### src/rtl/instr_fetch_unit.sv
// Instruction fetch front end: owns the PC, fetches over a req/ack handshake and
// writes the IF/ID stage register. Handles pipeline stall and branch/jump redirect.
`timescale 1ns/1ps

module instr_fetch_unit #(
  parameter int              PC_W     = 8,
  parameter int              INSN_W   = 16,
  parameter logic [PC_W-1:0] RESET_PC = '0
) (
  input  logic              clk,
  input  logic              rst,
  output logic              imem_req,
  output logic [PC_W-1:0]   imem_addr,
  input  logic              imem_ack,
  input  logic [INSN_W-1:0] imem_rdata,
  input  logic              stall,
  input  logic              redirect,
  input  logic [PC_W-1:0]   redirect_pc,
  output logic [INSN_W-1:0] insn,
  output logic [PC_W-1:0]   insn_pc,
  output logic              insn_valid,
  output logic              ifid_we
);

  typedef enum logic [1:0] {IDLE, WAIT, VALID} state_t;

  state_t          state, next_state;
  logic [PC_W-1:0] pc;

  // The request address is always the PC register itself.
  assign imem_addr = pc;

  always_ff @(posedge clk or posedge rst) begin
    if (rst) state <= IDLE;
    else     state <= next_state;
  end

  // Redirect overrides everything once we have left IDLE.
  always_comb begin
    next_state = state;
    unique case (state)
      IDLE:  next_state = WAIT;
      WAIT:  begin
        if (redirect)      next_state = WAIT;
        else if (imem_ack) next_state = VALID;
      end
      VALID: begin
        if (redirect)      next_state = WAIT;
        else if (!stall)   next_state = WAIT;
      end
      default: next_state = IDLE;
    endcase
  end

  always_ff @(posedge clk or posedge rst) begin
    if (rst) begin
      pc         <= RESET_PC;
      insn       <= '0;
      insn_pc    <= '0;
      imem_req   <= 1'b0;
      insn_valid <= 1'b0;
    end else begin
      imem_req   <= (next_state == WAIT);
      insn_valid <= (next_state == VALID);
      if (state != IDLE && redirect) begin
        pc <= redirect_pc;
      end else if (state == WAIT && imem_ack) begin
        insn    <= imem_rdata;
        insn_pc <= pc;
        pc      <= pc + PC_W'(1);
      end
    end
  end

  // A redirect in the same cycle kills the write so a stale instruction never lands.
  always_comb begin
    ifid_we = insn_valid & ~stall & ~redirect;
  end

endmodule

### config.mk
export PLATFORM = sky130hd
export DESIGN_NAME = instr_fetch_unit
export DESIGN_NICKNAME = d
export VERILOG_FILES = /design/src/rtl/instr_fetch_unit.sv
export SDC_FILE = /design/constraint.sdc
export NUM_CORES = 1
export LEC_CHECK = 0
export CAP_MARGIN = 20
export CORE_AREA = 2 2 71 73
export DETAILED_ROUTE_END_ITERATION = 7
export DIE_AREA = 0 0 73 75
export GPL_TIMING_DRIVEN = 0
export PLACE_DENSITY = 0.7
export SYNTH_ARGS = -nofsm -noshare
export SYNTH_HDL_FRONTEND = slang
export SYNTH_SLANG_ARGS = --single-unit
### constraint.sdc
create_clock -name clk -period 2.2 [get_ports clk]
set_input_delay 0.66 -clock clk [delete_from_list [all_inputs] [get_ports clk]]
set_output_delay 0.66 -clock clk [all_outputs]
set_load 0.05 [all_outputs]
# Word level (Yosys, flattened, before mapping)
# Index checks and enable logic that the tools add are counted.
[word_totals]
ff_bits = 36
inputBits = 29
out_inout_bits = 35
word_cells = 29
[op_classes]
add_sub_neg = 1
eq_ne = 4
muxes = 7
n_bitwise = 5
reduce_logical = 6
[ops]
columns = ["cell", "n"]
rows = [
  ["two-way mux 8 bit", 2],
  ["adder 8 x 1 -> 8 bit (second input constant)", 1],
  ["two-way mux 2 bit", 4],
  ["case mux 2 bit (3 select lines)", 1],
  ["equality test 2 x 1 -> 1 bit (second input constant)", 2],
  ["equality test 2 bit (second input constant)", 2],
  ["nonzero test 2 bit", 2],
  ["NOT 1 bit", 3],
  ["AND 1 bit", 2],
  ["logical AND 1 bit", 2],
  ["logical NOT 2 bit", 1],
  ["AND reduction 2 bit", 1],
]

# Longest topological paths before layout
# Gate-level depths: netlist of the first run.
[depth]
ltp_word = 4
mapped_depth = 6

# Worst setup path after synthesis of the first run
# Ideal clock, no wire load.
[synth_path]
kind = "in2out"
from = "input redirect"
to = "output ifid_we"
t_arrival_ps = 1937
slack_ps = -397
cell_stages = 2
cell_sequence = "buf_6 nor3b_1"
[synth_via]
elab_chain_len = 2
[synth_lines]
columns = ["element", "line", "rtl"]
rows = [
  ["start: declaration", "17", "input logic redirect,"],
  ["NOT 1 bit", "77", "ifid_we = insn_valid & ~stall & ~redirect;"],
  ["AND 1 bit", "77", ""],
  ["end: declaration", "22", "output logic ifid_we"],
]
# No other way between the ends.

# Final worst setup path of the first run
[layout_path]
from = "input stall"
to = "output ifid_we"
[layout_via]
elab_chain_len = 3
[layout_lines]
columns = ["element", "line", "rtl"]
rows = [
  ["start: declaration", "16", "input logic stall,"],
  ["NOT 1 bit", "77", ""],
  ["AND 1 bit (2 in series)", "77", ""],
]
# No other way between the ends.

==> results summary, run 1 <==
The number of max-cap violations came out at 0. The type of element launching the critical path is a primary input. The worst slack at placement came out at -585 ps. The met2 layer usage reported by global route is a little under a quarter. The layout overhead on the synthesized area is 50.9%.

Routability-driven placement finished with a final weighted congestion of between 0.7 and 0.8. Data on the critical path is required at its endpoint by 1540 ps. The CTS sink count is 36. In this run the power density over the cells is 1080 mW/mm2. After synthesis, the largest family of logic cells by area is simple AND/OR/NAND/NOR gates. The number of global-route vias before repair is ~1300. The average via count per standard cell came out at between 4 and 5. Measured against its own limit, the worst slew margin works out to between 40% and 50%.

The ratio of final minimum period to clock period came out at 97.8%. The kind of critical path is in -> out. On the final layout, the worst hold slack is approximately 480 ps.

In the synthesized netlist, the number of instances is approximately 170. The instance area after placement came out at ~0.0023 mm2. Counting flops with an async set or reset pin after synthesis yields a share of between 90% and 100%.

The worst-case IR drop observed on VDD is between 0.4 and 0.5 mV. Global routing used between 15 and 20% of the available met1 tracks. The number of antenna diodes in the final layout is 0. The run finished with clean final reports. The number of slew-limit violations in the final report is 0.

Entering global routing, the biggest net connects 21 pins. In this design, the largest share of critical-path delay is due to buffers and inverters. The finished cells cover roughly 0.0024 mm2. The first-pass iteration count of the detailed router is 4. In this design, the stage delay of the slowest critical-path cell is ~460 ps. The initial antenna violation count came out at 0. The synthesized netlist net count came out at between 200 and 250. The count of buffers added on input and output ports is 62.

The worst setup path is captured at a primary output. The count of boundary I/O pins is 64. The minimum period implied by the final worst setup slack is between 2000 and 2500 ps. The largest fanout on the critical path came out at 3. In this run the most used layer during global routing was met2. The cell area after synthesis came out at 0.00162 mm2. The final layout contains routed wiring with a total length of 3710 um. Summing over every cut layer, the via total after detailed routing is approximately 1400. The final cell count without fillers is just under 300. Across every metal layer, demand over resource in global routing totals 14.2%.

Summed over its instances, the top area cell type makes up 55.6% of the synthesized netlist area. After detailed routing, the number of remaining DRC violations is 0. Data on the critical path arrives at its endpoint at around 1500 ps. The mean instance size in the synthesized netlist is 9.41 um2. The transition time at the pin with the least slew margin is around 850 ps. Summing the areas of all compound-gate instances in the mapped netlist gives between 8 and 9% of the synthesized area. The maximum clock skew at final layout is between 6 and 7 ps. The commonest cells after synthesis are sky130_fd_sc_hd__nand2_1, sky130_fd_sc_hd__dfrtp_1, sky130_fd_sc_hd__nor2_1. The CTS root buffer is sky130_fd_sc_hd__clkbuf_8. After filler insertion, the fill cell instance count of the layout stands at 430. The number of flops mapped to enable cells by yosys is 0.

The final setup violation count is 0. The fraction of final layout cells sized beyond drive strength 1 came out at between 10% and 20%. In the final design database the tool counted around 270 nets. The clock latency on the worst-skew pair came out at 290 ps. The clock tree from TritonCTS is built. The first-pass GRT wire length is ~5900 um. The clock tree synthesis step divided the H-tree into 2 levels. Yosys attributes the largest share of cell area to sky130_fd_sc_hd__dfrtp_1, sky130_fd_sc_hd__nand2_1, sky130_fd_sc_hd__buf_6, sky130_fd_sc_hd__nor2_1, sky130_fd_sc_hd__nand4bb_4. The xor/xnor share of the synthesized area is under 10%. The number of endpoints with negative hold slack in the final report was 0. After detailed routing, the average wire length per cell comes to between 10 and 15 um. The detailed placement HPWL came out at about 2700 um. Summing the sequential cell areas from Yosys gives between 50% and 60% of the chip area. The row count is 25.

The static leakage came out at between 1 and 1.5 nW. The die extent in y came out at 75 um. The register-to-register path setup slack came out at approximately 850 ps. The detailed router finished its first iteration with 32 violations.

The routing usage on met3 came out at approximately 5.4%. The post-synthesis cell type count came out at 35. Derived from the worst setup path, the maximum achievable clock frequency is between 400 and 500 MHz. Multiplexer cells account for 1.24% of the synthesized area. After clock tree synthesis, the clock-pin slew on the worst setup and hold paths is roughly 70 ps. Among all cell types in the netlist, the one instantiated most often is sky130_fd_sc_hd__nand2_1. The path class of the tightest hold or removal check is reg -> reg. The number of buffers on the longest clock path is 2.

The number of clock buffers inserted by TritonCTS is 5. The die covers approximately 0.0055 mm2. The post-synthesis simple-gate area fraction came out at between 20% and 30%.

The area of the placeable core is 0.00466 mm2. The flip-flop and latch count after synthesis came out at 36. Among all stages on the critical path, the largest delay is contributed by sky130_fd_sc_hd__clkdlybuf4s50_1.

The initial core utilization came out at 34.7%. In this run the remaining antenna-violating nets after routing total 0. Setup repair after global routing left no endpoint under its margin. The number of buffers and inverters on the critical path is 2. The post-synthesis adder-cell area fraction came out at less than 1%. The final global-route overflow total came out at 0. The biggest area contributor in the post-synthesis netlist is sky130_fd_sc_hd__dfrtp_1.

Walking the worst path, the cells encountered are clkdlybuf4s50_1 -> nor3b_2 -> buf_6. The most common flop cell mapped by yosys is sky130_fd_sc_hd__dfrtp_1. The number of placed instances, taps included came out at between 200 and 300. Once routing completed, OpenROAD measured the worst setup slack at around 48 ps. The total of warnings raised by yosys came out at 0. The die boundary width came out at between 70 and 80 um.
-- cell families (layout without fill, tap and decap cells) --
family          count (synthesis)  after routing
buf+inv                        12             83
xor+xnor                        3              3
fa+ha+maj                       1              1
flops                          36             36
compound gates                 21             21
simple gates                   97             97
mux                             2              2
-- flip-flops by register name (all words and copies together), names as in the netlist --
name,count
state,2
imem_addr,8
insn_valid,1
insn,16
insn_pc,8
imem_req,1
-- cell usage in the layout, fill, tap and decap left out, types with 2 or more instances in the layout --
cell type,Yosys,routed
sky130_fd_sc_hd__a21oi_1,2,2
sky130_fd_sc_hd__nand2_2,2,2
sky130_fd_sc_hd__nand2_1,78,78
sky130_fd_sc_hd__xor2_1,2,2
sky130_fd_sc_hd__nor2_1,8,8
sky130_fd_sc_hd__a22oi_1,3,3
sky130_fd_sc_hd__clkdlybuf4s50_1,0,54
sky130_fd_sc_hd__dlygate4sd2_1,0,7
sky130_fd_sc_hd__o21ai_1,5,5
sky130_fd_sc_hd__inv_1,3,3
sky130_fd_sc_hd__dfrtp_1,36,36
sky130_fd_sc_hd__nand3_1,2,2
sky130_fd_sc_hd__clkbuf_1,2,2
sky130_fd_sc_hd__clkbuf_8,0,5
sky130_fd_sc_hd__a31oi_1,2,2
sky130_fd_sc_hd__buf_6,4,5
sky130_fd_sc_hd__mux2i_1,2,2
-- routing by layer --
metal  part of all wire (%)  vias up  wire length [um]
met5                      0        -                 0
met1                     44      665              1620
met3                    7.6        7               283
met2                     47       48              1760
met4                    1.3        0                48
li1                       -      697                 -
-- worst min-delay path, delay by kind of cell, from the launching register on --
kind          cells  cell delay [ps]
flops             1              340
simple gates      2              100
-- final timing paths --
path	startpoint	to	depth (start not counted)
min in group asynchronous	rst	insn[11]$_DFFE_PP0P_	2
max in group asynchronous	rst	insn[15]$_DFFE_PP0P_	3
max	stall	ifid_we	3
min reg2reg	insn[14]$_DFFE_PP0P_	insn[14]$_DFFE_PP0P_	2
max reg2reg	state[0]$_DFF_PP0_	insn_pc[5]$_DFFE_PP0P_	5
min	insn[14]$_DFFE_PP0P_	insn[14]$_DFFE_PP0P_	2
-- power by group --
part           internal, mW  switching [mW]  leakage (nW)  total [mW]
logic                 0.391           0.765         0.650        1.16
clock network         0.335           0.237        0.0541       0.572
registers             0.813           0.110         0.447       0.923
-- stage by stage --
stage / utilization, % / power [mW] / TNS [ps]
2_1_floorplan: - / 1.69 / 0
3_3_place_gp: 49.6 / 2.10 / -4170
3_5_place_dp: 50.2 / 2.12 / -585
4_1_cts: 52.3 / 2.69 / 0
5_1_grt: 52.4 / 2.79 / 0
6_report: 52.4 / 2.65 / 0
-- final cells by class --
type | instances | area (um2) | share of cell area, %
Clock inverter | 3 | 42.5 | 1.74
Tap cell | 54 | 67.6 | 2.76
Inverter | 3 | 11.3 | 0.461
Sequential cell | 36 | 901 | 36.9
Buffer | 9 | 70.1 | 2.87
Multi-Input combinational cell | 124 | 642 | 26.3
Clock buffer | 5 | 68.8 | 2.82
Timing Repair Buffer | 63 | 641 | 26.2
-- repair_timing --
action | in CTS | in global routing
setup buffers | 0 | 0
pin swaps | 0 | 1
hold buffers | 0 | 0
gates resized for setup | 13 | 1
gates cloned | 0 | 0
endpoints found under the setup margin | 8 | 1
Note: power is estimated with default switching activity, not from simulation.
==> run 2: changes to the inputs <==
==> constraint.sdc (replaced) <==
create_clock -name clk -period 2.2 [get_ports clk]
set_input_delay 0.55 -clock clk [delete_from_list [all_inputs] [get_ports clk]]
set_output_delay 0.55 -clock clk [all_outputs]
set_load 0.05 [all_outputs]
==> results summary, run 2 (same netlist as run 1, synthesis figures left out) <==
The count of boundary I/O pins came out at 64. Among cell families on the critical path, the largest total delay comes from buffers and inverters. The final setup violation count is 0. The number of endpoints with negative hold slack in the final report is 0. The initial antenna violation count is 0. The die extent in y is ~75 um. After routing the design area is 0.00245 mm2. The startpoint identified for the worst hold timing path is insn[14]$_DFFE_PP0P_. The worst endpoint required time came out at around 1700 ps. The number of global-route vias before repair is around 1300. The run finished with clean final reports.

The number of input and output port buffers inserted came out at between 60 and 70. The repair_antennas step left the layout with diodes totalling 0. STA classifies the critical path endpoint as a primary output. The clock latency on the worst-skew pair came out at approximately 280 ps. The number of hold-repair buffers added at the cts stage is 0. The total routed wirelength is 3710 um. The worst slack at placement came out at -365 ps. The H-tree was split into 2 levels. The largest single stage delay on the critical path is 850 ps. Setup repair after global routing left no endpoint under its margin.

The average via count per standard cell is approximately 4.7. TritonCTS built the clock tree. The post-cts sizing count is 4. The number of fillers in the final layout came out at roughly 430. The startpoint of the worst register-to-register path is state[0]$_DFF_PP0_.

The worst slew margin relative to its limit came out at 43.4%. The first-pass iteration count of the detailed router came out at 4. The transition time at the pin with the least slew margin is ~850 ps. The row count came out at 25.

The cell sitting at the root of the clock tree is a sky130_fd_sc_hd__clkbuf_8. The library cell used most frequently in the layout, excluding fill and tap cells, is sky130_fd_sc_hd__nand2_1. From synthesis to final layout, the design area changed by 51.4%. The first-pass GRT wire length is between 5000 and 6000 um.

The die covers ~0.0055 mm2. The global-route usage over all layers is 14.2%. The number of max-cap violations is 0. In the finished design, the share of the clock period the worst path needs comes to between 90% and 100%. The detailed placement HPWL is 2690 um. The multi-input combinational cells in the finished layout cover a total of around 640 um2. The number of buffers on the longest clock path is 2. The minimum period implied by the final worst setup slack came out at approximately 2100 ps. Clock skew on the completed layout was measured at 6.14 ps. For this design the total switching power over the nets is between 1 and 1.5 mW. The largest fanout on the critical path came out at 6. The fraction of final layout cells sized beyond drive strength 1 is 10.7%. The CTS sink count came out at 36.

In the layout the commonest cells are sky130_fd_sc_hd__nand2_1, sky130_fd_sc_hd__clkdlybuf4s50_1, sky130_fd_sc_hd__dfrtp_1. TritonCTS created 5 clock buffers. The internal power is 1.56 mW. In this run the worst setup path begins at imem_addr[5]$_DFFE_PP0P_. insn holds more flip-flops than any other register. The kind of critical path is reg -> out. In this run the static leakage power is 1.14 nW. The post-CTS setup repair buffer count is 0.

In the final routed layout, each cell accounts on average for around 12 um. The worst setup path is launched from a register. The final hold slack is between 400 and 500 ps. The share of total power dissipated in sequential elements is around 35%.

In this run the standard cell core region covers between 0.004 and 0.005 mm2. The type of the worst min-delay path is reg -> reg. The power density of the placed cells came out at 1090 mW/mm2. The clock slew seen by the registers of the worst setup and hold paths came out at roughly 70 ps. The floorplan step set the die width to ~73 um. The final critical-path setup slack is 72.6 ps. The number of buffers and inverters on the critical path is 1.

The sequential cell area is roughly 900 um2. Once the floorplan was initialized, standard cells occupied a little over a third of the core. The standard cell with the maximum stage delay on the critical path is sky130_fd_sc_hd__clkdlybuf4s50_1. For this block, the initial DRC count from the detailed router was 28. The worst path arrival time is approximately 1600 ps. The instance area after placement came out at between 0.002 and 0.0025 mm2. The upper clock frequency limit is between 400 and 500 MHz. The via count of the routed design is 1408. For this run, the share of the core covered by cells in the final layout is roughly 53%. The portion of total power attributed to the clock network is between 20% and 30%. The count of unresolved DRC violations after routing is 0. The final global-route overflow total is 0.

The worst-case vdd ir drop is 0.430 mV. At the end of routability-driven placement, the weighted congestion stood at 0.775. Of the total power, the share spent switching nets is approximately two fifths. Traced cell by cell, the critical path runs through clkdlybuf4s50_1. The setup TNS after final layout came out at 0 ps.

The share of total power dissipated in combinational logic is roughly 44%. The net count reported at finish came out at approximately 270. The number of slew-limit violations in the final report is 0. The count of nets left with antenna violations after detail routing is 0.

The largest net degree at the start of global routing came out at 21. The flip-flop count of the largest register after layout came out at 16.
run 2: cell count changes in the layout (fill, tap and decap cells not counted):
| cell | previous run | this run |
|---|---|---|
| sky130_fd_sc_hd__buf_6 | 5 | 4 |
| sky130_fd_sc_hd__clkdlybuf4s15_2 | 0 | 1 |
| sky130_fd_sc_hd__clkdlybuf4s50_1 | 54 | 60 |
| sky130_fd_sc_hd__dlygate4sd2_1 | 7 | 1 |
run 2: worst reg2reg max path, delay by kind of cell (launching register included):
family | cells | cell delay, ps
buffers and inverters | 1 | 210
and+or+nand+nor | 4 | 590
DFF | 1 | 510
run 2: worst paths after layout:
| path | end | slack [ps] | cells past startpoint |
|---|---|---|---|
| min | insn[14]$_DFFE_PP0P_ | 480 | 2 |
| max reg2reg | insn_pc[5]$_DFFE_PP0P_ | 840 | 5 |
| min reg2reg | insn[14]$_DFFE_PP0P_ | 480 | 2 |
| min in group asynchronous | insn[11]$_DFFE_PP0P_ | 740 | 2 |
| max in group asynchronous | insn[15]$_DFFE_PP0P_ | 880 | 3 |
| max | imem_addr[5] | 70 | 1 |
run 2: area by class of cell:
type	count	share of cell area, %
flip-flops and latches	36	36.8
repair buffers	63	26.4
multi-input cells	124	26.2
plain buffers	9	2.86
clock buffers	5	2.81
well taps	54	2.76
clock inverters	3	1.74
inverters	3	0.459
run 2: power by group through the flow:
stage          Combinational [mW]  Sequential [mW]  Clock [mW]
2_1_floorplan               0.241             1.45           0
3_3_place_gp                 1.17            0.934           0
3_5_place_dp                 1.18            0.938           0
4_1_cts                      1.19            0.926       0.601
5_1_grt                      1.24            0.944       0.619
6_report                     1.17            0.924       0.572
run 2: metrics by stage:
stage / power, mW / cells
finish: 2.67 / 297
detailed placement: 2.12 / 289
global placement: 2.10 / 288
floorplan: 1.69 / 172
CTS: 2.71 / 297
global route: 2.80 / 297
run 2: layer usage:
metal	vias to the layer above	GRT usage [%]	part of all wire (%)
met4	0	4.32	0.73
met3	5	5.35	6.9
li1	697	-	-
met2	43	23.4	48
met1	663	17.3	45
met5	-	0	0
